[src/rtl/bpu_pkg.sv]
// ---------------------------------------------------------------------------
// bpu_pkg
//
// Shared types for the branch prediction unit. ubtb_update_t is one pending
// write into the micro-BTB: the PC of the jump source (used as the uBTB
// index/tag) and the jump target.
//
// `MXLEN sets the machine address width. It defaults to 32 when no other
// file has defined it.
// ---------------------------------------------------------------------------
`ifndef MXLEN
`define MXLEN 32
`endif

package bpu_pkg;

    // One queued uBTB write: source PC and jump target.
    typedef struct packed {
        logic [`MXLEN-1:0] src;
        logic [`MXLEN-1:0] dst;
    } ubtb_update_t;

endpackage

[src/rtl/ubtb_update_queue.sv]
// ---------------------------------------------------------------------------
// ubtb_update_queue
//
// Decouples backend branch resolution from the micro-BTB write port. Taken
// resolves are buffered in a circular FIFO and drained into the uBTB
// whenever its write port is free. Not-taken resolves are accepted but not
// stored, because the uBTB only records taken jumps.
//
// Parameters
//   DEPTH             number of queued updates (power of 2, >= 2)
//
// Ports
//   i_clk             clock, all state changes on the rising edge
//   i_rst             synchronous active-high reset
//   i_resolve_valid   backend presents a resolved control-flow instruction
//   o_resolve_ready   queue accepts the resolve this cycle
//   i_resolve_taken   the resolved instruction jumped
//   i_resolve_src     PC of the jump source
//   i_resolve_dst     jump target
//   i_flush           discard all pending updates
//   i_ubtb_ready      uBTB write port is free this cycle
//   o_ubtb_update     write strobe to the uBTB (head pops on the same edge)
//   o_pc_jumpsrc      write source PC (uBTB index/tag), 0 when empty
//   o_pc_jumpdst      write target, 0 when empty
//   o_count           number of valid entries
//   o_full, o_empty   queue status
//
// Build option
//   UBTB_UPDQ_COALESCE_EN  when defined, a taken resolve whose source PC
//                          already sits in the queue overwrites that entry's
//                          target rather than taking a new slot.
// ---------------------------------------------------------------------------
`ifndef MXLEN
`define MXLEN 32
`endif

module ubtb_update_queue
    import bpu_pkg::*;
#(
    parameter int DEPTH = 4
) (
    input  logic                         i_clk,
    input  logic                         i_rst,
    input  logic                         i_resolve_valid,
    output logic                         o_resolve_ready,
    input  logic                         i_resolve_taken,
    input  logic [`MXLEN-1:0]            i_resolve_src,
    input  logic [`MXLEN-1:0]            i_resolve_dst,
    input  logic                         i_flush,
    input  logic                         i_ubtb_ready,
    output logic                         o_ubtb_update,
    output logic [`MXLEN-1:0]            o_pc_jumpsrc,
    output logic [`MXLEN-1:0]            o_pc_jumpdst,
    output logic [$clog2(DEPTH):0]       o_count,
    output logic                         o_full,
    output logic                         o_empty
);

    localparam int IDX_W = $clog2(DEPTH);
    localparam int PTR_W = IDX_W + 1;

    // Entry storage is never reset; the pointers alone define which slots
    // hold live data.
    ubtb_update_t     mem [DEPTH];

    // Pointers carry one extra wrap bit so full and empty can be told apart
    // when the index bits coincide.
    logic [PTR_W-1:0] rd_ptr;
    logic [PTR_W-1:0] wr_ptr;
    logic [IDX_W-1:0] rd_idx;
    logic [IDX_W-1:0] wr_idx;

    logic             accept;
    logic             push;
    logic             pop;
    ubtb_update_t     head;

    assign rd_idx  = rd_ptr[IDX_W-1:0];
    assign wr_idx  = wr_ptr[IDX_W-1:0];

    // The pointer difference modulo 2*DEPTH is the occupancy, 0..DEPTH.
    assign o_count = wr_ptr - rd_ptr;
    assign o_empty = (wr_ptr == rd_ptr);
    assign o_full  = (wr_idx == rd_idx) && (wr_ptr[IDX_W] != rd_ptr[IDX_W]);

    // Ready deliberately ignores i_ubtb_ready: a full queue stays closed for
    // the cycle even if the head drains, which keeps the backend handshake
    // free of any path from the uBTB side.
    assign o_resolve_ready = ~o_full & ~i_flush;
    assign accept          = i_resolve_valid & o_resolve_ready;

    assign pop             = ~o_empty & i_ubtb_ready & ~i_flush;
    assign o_ubtb_update   = pop;

    assign head            = mem[rd_idx];
    assign o_pc_jumpsrc    = o_empty ? '0 : head.src;
    assign o_pc_jumpdst    = o_empty ? '0 : head.dst;

`ifdef UBTB_UPDQ_COALESCE_EN
    logic             hit;
    logic [IDX_W-1:0] hit_idx;

    // Walk the live entries from oldest to youngest looking for the same
    // source PC. Later matches override earlier ones so the youngest entry
    // wins. The head is skipped while it pops, since it is leaving the
    // queue this edge and a write to it would be lost; in that case the
    // resolve enqueues normally.
    always_comb begin
        hit     = 1'b0;
        hit_idx = '0;
        for (int k = 0; k < DEPTH; k++) begin
            if ((PTR_W'(k) < o_count) && !(pop && (k == 0)) &&
                (mem[rd_idx + IDX_W'(k)].src == i_resolve_src)) begin
                hit     = 1'b1;
                hit_idx = rd_idx + IDX_W'(k);
            end
        end
    end

    assign push = accept & i_resolve_taken & ~hit;
`else
    assign push = accept & i_resolve_taken;
`endif

    // Storage writes: a new entry at the tail, or (when coalescing) a target
    // refresh of an existing entry. The two never happen in the same cycle.
    always_ff @(posedge i_clk) begin
        if (push) begin
            mem[wr_idx] <= '{src: i_resolve_src, dst: i_resolve_dst};
        end
`ifdef UBTB_UPDQ_COALESCE_EN
        if (accept && i_resolve_taken && hit) begin
            mem[hit_idx].dst <= i_resolve_dst;
        end
`endif
    end

    // Pointer update. Reset and flush both empty the queue by zeroing the
    // pointers; any stored entries are simply abandoned. Pointers wrap
    // naturally at 2*DEPTH.
    always_ff @(posedge i_clk) begin
        if (i_rst || i_flush) begin
            rd_ptr <= '0;
            wr_ptr <= '0;
        end else begin
            if (push) begin
                wr_ptr <= wr_ptr + PTR_W'(1);
            end
            if (pop) begin
                rd_ptr <= rd_ptr + PTR_W'(1);
            end
        end
    end

endmodule
[config.mk]
export PLATFORM = sky130hd
export DESIGN_NAME = ubtb_update_queue
export DESIGN_NICKNAME = d
export VERILOG_FILES = /design/src/rtl/bpu_pkg.sv /design/src/rtl/ubtb_update_queue.sv
export SDC_FILE = /design/constraint.sdc
export NUM_CORES = 1
export LEC_CHECK = 0
export CORE_UTILIZATION = 40
export DETAILED_ROUTE_END_ITERATION = 10
export DONT_BUFFER_PORTS = 1
export HOLD_SLACK_MARGIN = 0.1
export PLACE_DENSITY = 0.57
export RECOVER_POWER = 50
export SLEW_MARGIN = 20
export SYNTH_ARGS = -nofsm -noshare
export SYNTH_HDL_FRONTEND = slang
export SYNTH_SLANG_ARGS = --single-unit
[constraint.sdc]
create_clock -name i_clk -period 10.6 [get_ports i_clk]
set_input_delay 1.06 -clock i_clk [delete_from_list [all_inputs] [get_ports i_clk]]
set_output_delay 1.06 -clock i_clk [all_outputs]
set_load 0.1 [all_outputs]
-- Word level (Yosys, flattened, before mapping)
Memories as Yosys holds them, arrays and structs flattened. A register that Yosys moved wholly into a read port is not among the register bits.
Index checks and enable logic that the tools add are counted.
- bits in registers: 6
- bits in writable memories: 256
- bits of input ports: 70
- output and inout bits: 71
- logic and storage cells: 25
- memories: 1
- memories (name ; words ; bits a word ; rd ports ; clocked after memory_dff ; write ports ; RTL line ; RTL):
    mem ; 4 ; 64 ; 1 ; 1 ; 1 ; ubtb_update_queue.sv:64 ; ubtb_update_t mem [DEPTH];
- add/sub/neg operators: 3
- equality and inequality tests: 3
- multiplexer cells: 6
- bitwise gates (word level): 8
- reductions and logical operators: 2
- operators by type and width (cell ; count):
    32-bit two-way mux ; 2
    3-bit by 1-bit adder with 3-bit output (second input constant) ; 2
    1-bit AND ; 5
    2-bit two-way mux ; 2
    3-bit equality test ; 1
    1-bit inverter ; 3
    3-bit subtractor ; 1
    2-bit equality test ; 1
    1-bit two-way mux ; 2
    1-bit logical AND ; 1
    1-bit logical OR ; 1
    1-bit inequality test ; 1

-- Longest topological paths before layout
Gate-level depths: netlist of the first run.
- depth in word-level cells: 8
- depth in mapped cells: 7

-- Least setup slack after synthesis of the first run
Ideal clock, no wire load.
- path kind: in2reg
- start point: in i_resolve_taken
- end point: reg wr_ptr[2]
- data arrival time: 6.256 ns
- required time: 10.252 ns
- slack: 3.996 ns
- stages on the path: 3
- path through: nand3_1 -> a211oi_1 -> mux2i_1
- word-level cells in the longest chain between the ends: 1
- RTL lines (item ; RTL line ; RTL):
    start: declaration ; ubtb_update_queue.sv:46 ; input logic i_resolve_taken,
    1-bit AND ; ubtb_update_queue.sv:122 ; assign push = accept & i_resolve_taken;
    end signal: assignment ; ubtb_update_queue.sv:147 ; wr_ptr <= wr_ptr + PTR_W'(1);
    end: declaration ; ubtb_update_queue.sv:69 ; logic [PTR_W-1:0] wr_ptr;
No other way between the ends.
A chain may end at the register's enable or synchronous reset.

-- Worst setup path in the final report of the first run
- start point: reg wr_ptr[0]
- end point: out o_pc_jumpsrc[13]
- word-level cells in the longest chain between the ends: 2
- RTL lines (item ; RTL line ; RTL):
    3-bit equality test ; ubtb_update_queue.sv:83 ; assign o_empty = (wr_ptr == rd_ptr);
    net o_empty ; ubtb_update_queue.sv:56 ; output logic o_empty
    32-bit two-way mux ; ubtb_update_queue.sv:96 ; assign o_pc_jumpsrc = o_empty ? '0 : head.src;
    end: declaration ; ubtb_update_queue.sv:52 ; output logic [`MXLEN-1:0] o_pc_jumpsrc,
The timed path passes the listed nets, and every way through them passes these cells.

==> results by group, run 1 <==
Outcome
  – Outcome: complete, but fails checks
  – Failing checks: max-capacitance violations, max-slew violations

Run
  – Max Cap Viol: 2

Timing
  – Tightest Pin Transition: 4.251 ns
  – Clock Skew: 0.01162 ns
  – Period utilization: 55.78%
  – Final min period: 5.913 ns
  – TNS Setup: 0 ns
  – Rel. slew slack: -183.4%
  – FMAX: 169.1 MHz
  – Hold Violations, Final: 0
  – RSZ-0062 raised after global routing: false
  – Slew Limit Fails: 104
  – Final setup vio count: 0

Worst setup path
  – CP Launch Point: wr_ptr[0]
  – CP max FO: 37
  – Worst endpoint required time: 9.54 ns
  – CP startpoint kind: flop
  – WS Path Type: reg2out
  – Worst setup EP type: output pin
  – Critical path's slowest cell: clkbuf_1
  – CP cell instances: inv_1, ha_1, nand2_1, nor2_4, clkbuf_1, buf_4, nor2b_2
  – Worst path arrival time: 4.85 ns
  – Crit-path max cell delay: 1.88 ns
  – Reg-to-reg startpoint: wr_ptr[0]

Clocking
  – Clock Sinks: 264
  – Cts repair resizes: 0
  – Clock Tree Root: clkbuf_16
  – CTS Hold Bufs: 0
  – Clock Pin Slew Worst Setup and Hold Paths: 0.06 ns
  – Max Root-Sink Buffers: 3
  – Worst-Skew Late Latency: 0.53 ns
  – CTS Buf Count: 28
  – H-tree Lvls: 1
  – TritonCTS clock tree: built
  – Buffer count from post-CTS setup fixing: 0

Yosys
  – Post-synth top area cell: edfxtp_1
  – Ys Warns: 0
  – Netlist cell types: 25
  – Most used DFF post-synth: edfxtp_1
  – Net count after synthesis: 544
  – Flops & latches, synth: 264
  – Post-synth EDFFs: 256
  – Cells after synthesis: 466
  – Register area share after synthesis: 76.99%
  – Mapped Avg Cell Area: 21.87 µm²
  – Async SR Flop Fraction: 0%
  – Top-area cell type share of the netlist area: 75.41%
  – Netlist Area Pre-Place: 0.01019 mm²
  – Synth area leaders: edfxtp_1 (75%), mux4_2 (14%), nor2b_1 (3.9%)

Cells and area
  – Layout area overhead: 15.69%
  – Storage element area: 0.007855 mm²
  – Fillers: 2117
  – Nets: 557
  – Layout cells sized above 1: 37.52%
  – Antenna cells: 0
  – Area occupied by multi-input gates: 0.002391 mm²
  – Utilization after layout: 46.97%
  – Post-Layout Cell Count: 831

Die
  – DIE WIDTH: 161.6 µm
  – Core ar.: 0.02511 mm²
  – Ports: 141
  – Initial core utilization: 40.60%
  – Die Ht: 161.6 µm
  – Rows: 58
  – Die area: 0.02613 mm²

Global route
  – Total GRT Usage: 14.23%
  – First-pass GRT wire length: 27960 µm
  – Vias in the first global route: 4781
  – Gr ovfl total: 0
  – Largest net degree at the start of global routing: 66
  – Initial antenna violation count: 0

Routing
  – # DRC: 0
  – Detailed-route wire length per cell: 22.00 µm
  – Routed vias/inst: 5.261
  – Vias: 4372
  – Drt first pass iters: 4
  – Routed Antenna Nets: 0
  – Starting DRT DRC Count: 194
  – Final wirelength: 18280 µm

Min path
  – Hold Path Class: reg2reg
  – HP Start: wr_ptr[0]

Power
  – Tot Pwr: 2.314 mW
  – Leak: 3.599 nW
  – Worst vdd ir: 0.1278 mV
  – Power Density: 196.3 mW/mm²

Placement
  – Buffers on Ports: 0
  – Placed cell count: 778
  – Final GP Congestion: 0.7054
  – Dpl hpwl: 9812 µm
## synth_stat cells (5+ instances only)
cell type,instances
edfxtp_1,256
mux4_2,64
nor2b_1,64
nand2_1,10
clkbuf_1,9
dfxtp_1,8
buf_4,7
ha_1,7
inv_1,7
mux2i_1,6
and2_1,5
## stage by stage
stage          cell area [µm²]  hold WS, ns  worst slack, ns
6_report                 11790       0.5196            4.687
5_1_grt                  11790       0.5532            4.324
4_1_cts                  11770       0.5174            6.035
3_5_place_dp             10720       0.5090            6.620
3_3_place_gp             10720       0.4848            6.650
2_1_floorplan            10190       0.4688            3.996
## critical path, delay by kind of cell (launching register included)
kind / cells / cell delay (ns)
buffers and inverters: 3 / 2.87
DFF: 1 / 0.39
adders and majority gates: 1 / 0.34
and+or+nand+nor: 3 / 0.63
## kinds of logic after synthesis
kind of cell,Yosys count,synth area share [%]
buf+inv,29,1.522
compound gates,5,0.3927
fa+ha+maj,8,1.056
xor+xnor,2,0.2455
mux,70,14.73
flops,264,76.99
simple gates,88,5.069
## report_power, final
part           total, mW  switching, mW  internal (mW)
sequential          1.16        0.00243           1.15
combinational     0.0687         0.0535         0.0152
clock               1.09          0.386          0.704
## state kept, by name, indices dropped and copies added, names as in the netlist, named ones only
| register | count |
|---|---|
| mem | 256 |
| rd_ptr | 3 |
| wr_ptr | 3 |
## layout make-up
class                   instances  area share, %
clock buffers                  31          6.037
inverters                       7         0.2228
multi-input cells             173          20.28
well taps                     330          3.501
flip-flops and latches        264          66.61
clock inverters                21          2.928
repair buffers                  5         0.4244
## worst paths after layout
| check | to | slack (ns) | depth (start not counted) |
|---|---|---|---|
| max | o_pc_jumpsrc[13] | 4.69 | 7 |
| min | wr_ptr[0] | 0.52 | 2 |
| max reg2reg | mem[3][55] | 5.71 | 5 |
| min reg2reg | wr_ptr[0] | 0.52 | 2 |
## layout by cell type (no fill, tap or decap), types with 2 or more instances in the layout
master,count
and2_4,3
buf_4,2
bufinv_16,9
clkbuf_1,5
clkbuf_16,28
clkinv_1,4
clkinv_2,4
clkinvlp_4,2
dfxtp_1,6
dfxtp_4,2
edfxtp_1,256
ha_1,7
inv_1,7
mux2i_1,6
mux4_2,64
nand2_1,10
nor2_2,2
nor2b_2,64
or3_1,2
xor2_2,2
## metal layers
layer,global-route usage (%),routed length [µm],up-vias
met4,3.774,249,0
met2,23.90,9130,132
li1,-,-,1900
met1,17.17,7289,2321
met3,5.470,1614,19
met5,0,0,-
Power figures use the tool's default switching activity.
==> inputs of run 2 (changes only) <==
==> constraint.sdc (replaced) <==
create_clock -name i_clk -period 6 [get_ports i_clk]
set_input_delay 0.6 -clock i_clk [delete_from_list [all_inputs] [get_ports i_clk]]
set_output_delay 0.6 -clock i_clk [all_outputs]
set_load 0.1 [all_outputs]
==> run 2 against run 1 <==
  * The flow still finishes with violations (max-capacitance violations, max-slew violations)
  * Clock skew about the same
  * Critical path depth decreased by 1
  * Cell count unchanged
  * Register-to-register slack got worse by 3.3 ns
  * Largest cell class unchanged
  * Die area unchanged
  * Combinational power increased by 75%
  * First-iteration DRC count decreased by 9.3%
  * Highest routed layer unchanged
  * Critical path type unchanged
  * Hold slack got worse by 0.36 ns
  * Power increased by 67%
  * Wire length increased by 3.1%
  * Sequential share of layout area increased by 0.74 points
  * Global-route usage increased by 0.40 points
==> results by group, run 2 (synthesis results as in run 1) <==
Worst setup path
  – WS Path Type: reg2out
  – Worst setup EP type: output pin
  – CP delay by family, top: buffers and inverters
  – Worst path arrival time: 3.70 ns (-1.15 ns)
  – CP max FO: 13 (-65%)
  – Crit-path max cell delay: 1.46 ns (-0.42 ns)
  – CP startpoint kind: flop
  – CP cell instances: inv_1, ha_1, nand2_1, nor2_4, clkbuf_1, nor2b_2
  – Worst Path Buf+Inv: 2 (-1)
  – Critical path's slowest cell: clkbuf_1
  – Worst endpoint required time: 5.40 ns (-4.14 ns)

Die
  – Die Ht: 161.6 µm (unchanged)
  – Core ar.: 0.02511 mm² (unchanged)
  – Rows: 58 (unchanged)
  – Initial core utilization: 40.60% (unchanged)
  – Ports: 141 (unchanged)
  – Die area: 0.02613 mm² (unchanged)
  – DIE WIDTH: 161.6 µm (unchanged)

Cells and area
  – Layout area overhead: 14.41%
  – Antenna cells: 0 (unchanged)
  – Commonest non-fill, non-tap cells in the layout: edfxtp_1 (256), mux4_2 (64), nor2b_2 (64)
  – Utilization after layout: 46.45% (-0.52 points)
  – Commonest non-fill, non-tap cell in the layout: edfxtp_1
  – Max reg flops: 256 (unchanged)
  – Layout cells sized above 1: 36.53% (-1.0 points)
  – Nets: 558 (+0.18%)
  – Register bank with the most flops: mem
  – Top Registers: mem x256, rd_ptr x3, wr_ptr x3

Timing
  – Clock Skew: 0.01210 ns (+0.0004821 ns)
  – Slew Limit Fails: 80 (-23%)
  – Final setup vio count: 0 (unchanged)
  – RSZ-0062 raised after global routing: false
  – TNS Setup: 0 ns (unchanged)
  – FMAX: 232.5 MHz
  – Tightest Pin Transition: 2.429 ns (-1.821 ns)
  – Final min period: 4.302 ns
  – Period utilization: 71.70%
  – Hold Violations, Final: 0 (unchanged)
  – Rel. slew slack: -61.96% (+120 points)

Outcome
  – Failing checks: max-capacitance violations, max-slew violations
  – Outcome: complete, but fails checks

Power
  – Worst vdd ir: 0.2505 mV (+96%)
  – Tot Pwr: 3.860 mW (+67%)
  – Leak: 3.542 nW (-1.6%)
  – Power Density: 331.0 mW/mm² (+69%)

Clocking
  – Clock Pin Slew Worst Setup and Hold Paths: 0.06 ns (about the same)
  – Clock Tree Root: clkbuf_16
  – Max Root-Sink Buffers: 3 (unchanged)
  – H-tree Lvls: 1 (unchanged)
  – TritonCTS clock tree: built
  – Worst-Skew Late Latency: 0.53 ns (about the same)
  – Buffer count from post-CTS setup fixing: 0 (unchanged)
  – CTS Buf Count: 28 (unchanged)
  – CTS Hold Bufs: 0 (unchanged)
  – Clock Sinks: 264 (unchanged)
  – Cts repair resizes: 0 (unchanged)

Routing
  – Vias: 4310 (-1.4%)
  – Routed vias/inst: 5.187 (-1.4%)
  – # DRC: 0 (unchanged)
  – Detailed-route wire length per cell: 22.68 µm (+3.1%)
  – Starting DRT DRC Count: 176 (-9.3%)
  – Final wirelength: 18850 µm (+3.1%)
  – Drt first pass iters: 4 (unchanged)
  – Routed Antenna Nets: 0 (unchanged)

Placement
  – Final GP Congestion: 0.7127 (+1.0%)
  – Buffers on Ports: 0 (unchanged)
  – Dpl hpwl: 10180 µm (+3.8%)

Global route
  – Total GRT Usage: 14.63% (+0.40 points)
  – GR peak layer: met2
  – First-pass GRT wire length: 28440 µm (+1.7%)
  – Initial antenna violation count: 0 (unchanged)
  – Largest net degree at the start of global routing: 65 (-1.5%)
  – Met2 Use GR: 25.43% (+1.5 points)
  – Gr ovfl total: 0 (unchanged)
  – Met3 Use GR: 5.162% (-0.31 points)
  – Grt met1 use: 17.34% (+0.17 points)
  – Vias in the first global route: 4821 (+0.84%)

Run
  – Max Cap Viol: 3 (+1)

Min path
  – Hold Path Class: in2reg
## run 2: changes by cell type in the layout (fill, tap and decap cells not counted)
cell / previous run / this run
a211oi_1: 1 / 2
a211oi_4: 1 / 0
bufinv_16: 9 / 4
clkbuf_1: 5 / 8
clkinv_1: 4 / 5
clkinv_2: 4 / 5
clkinvlp_4: 2 / 1
inv_6: 0 / 1
xor2_2: 2 / 1
xor2_4: 0 / 1
## run 2: worst paths after layout
kind | startpoint | endpoint | slack, ns | depth (start not counted)
worst min-delay path | i_resolve_dst[11] | mem[0][11] | 0.16 | 0
worst min register to register | wr_ptr[0] | wr_ptr[0] | 0.51 | 2
worst max-delay path | wr_ptr[0] | o_pc_jumpdst[24] | 1.70 | 6
worst max register to register | wr_ptr[0] | mem[3][49] | 2.39 | 5
## run 2: stage by stage
| stage | hold slack [ns] | cell area [µm²] | worst slack [ns] | std cells |
|---|---|---|---|---|
| final | 0.1571 | 11660 | 1.698 | 831 |
| after global placement | 0.4775 | 10720 | 2.516 | 779 |
| after global routing | 0.1240 | 11660 | 1.472 | 831 |
| after detailed placement | 0.5116 | 10730 | 2.518 | 779 |
| after CTS | 0.1250 | 11660 | 1.917 | 830 |
| after floorplan | 0.4688 | 10200 | 1.899 | 466 |
## run 2: metal layers
layer	part of all wire (%)	vias up
met5	0	-
met4	1.3	0
met3	8.1	21
met2	51	116
met1	39	2264
li1	-	1909
## run 2: final cells by class
class,instances,area (µm²)
clock buffers,33,719.4
clock inverters,18,205.2
fillers,2111,13450
inverters,7,26.28
multi-input cells,173,2390
flip-flops and latches,264,7855
well taps,330,412.9
repair buffers,6,53.80
## run 2: report_power, final
| group | switching (mW) | total, mW | internal [mW] |
|---|---|---|---|
| Sequential | 0.00388 | 2.04 | 2.04 |
| Combinational | 0.0944 | 0.120 | 0.0256 |
| Clock | 0.669 | 1.70 | 1.03 |
| Total | 0.767 | 3.86 | 3.09 |
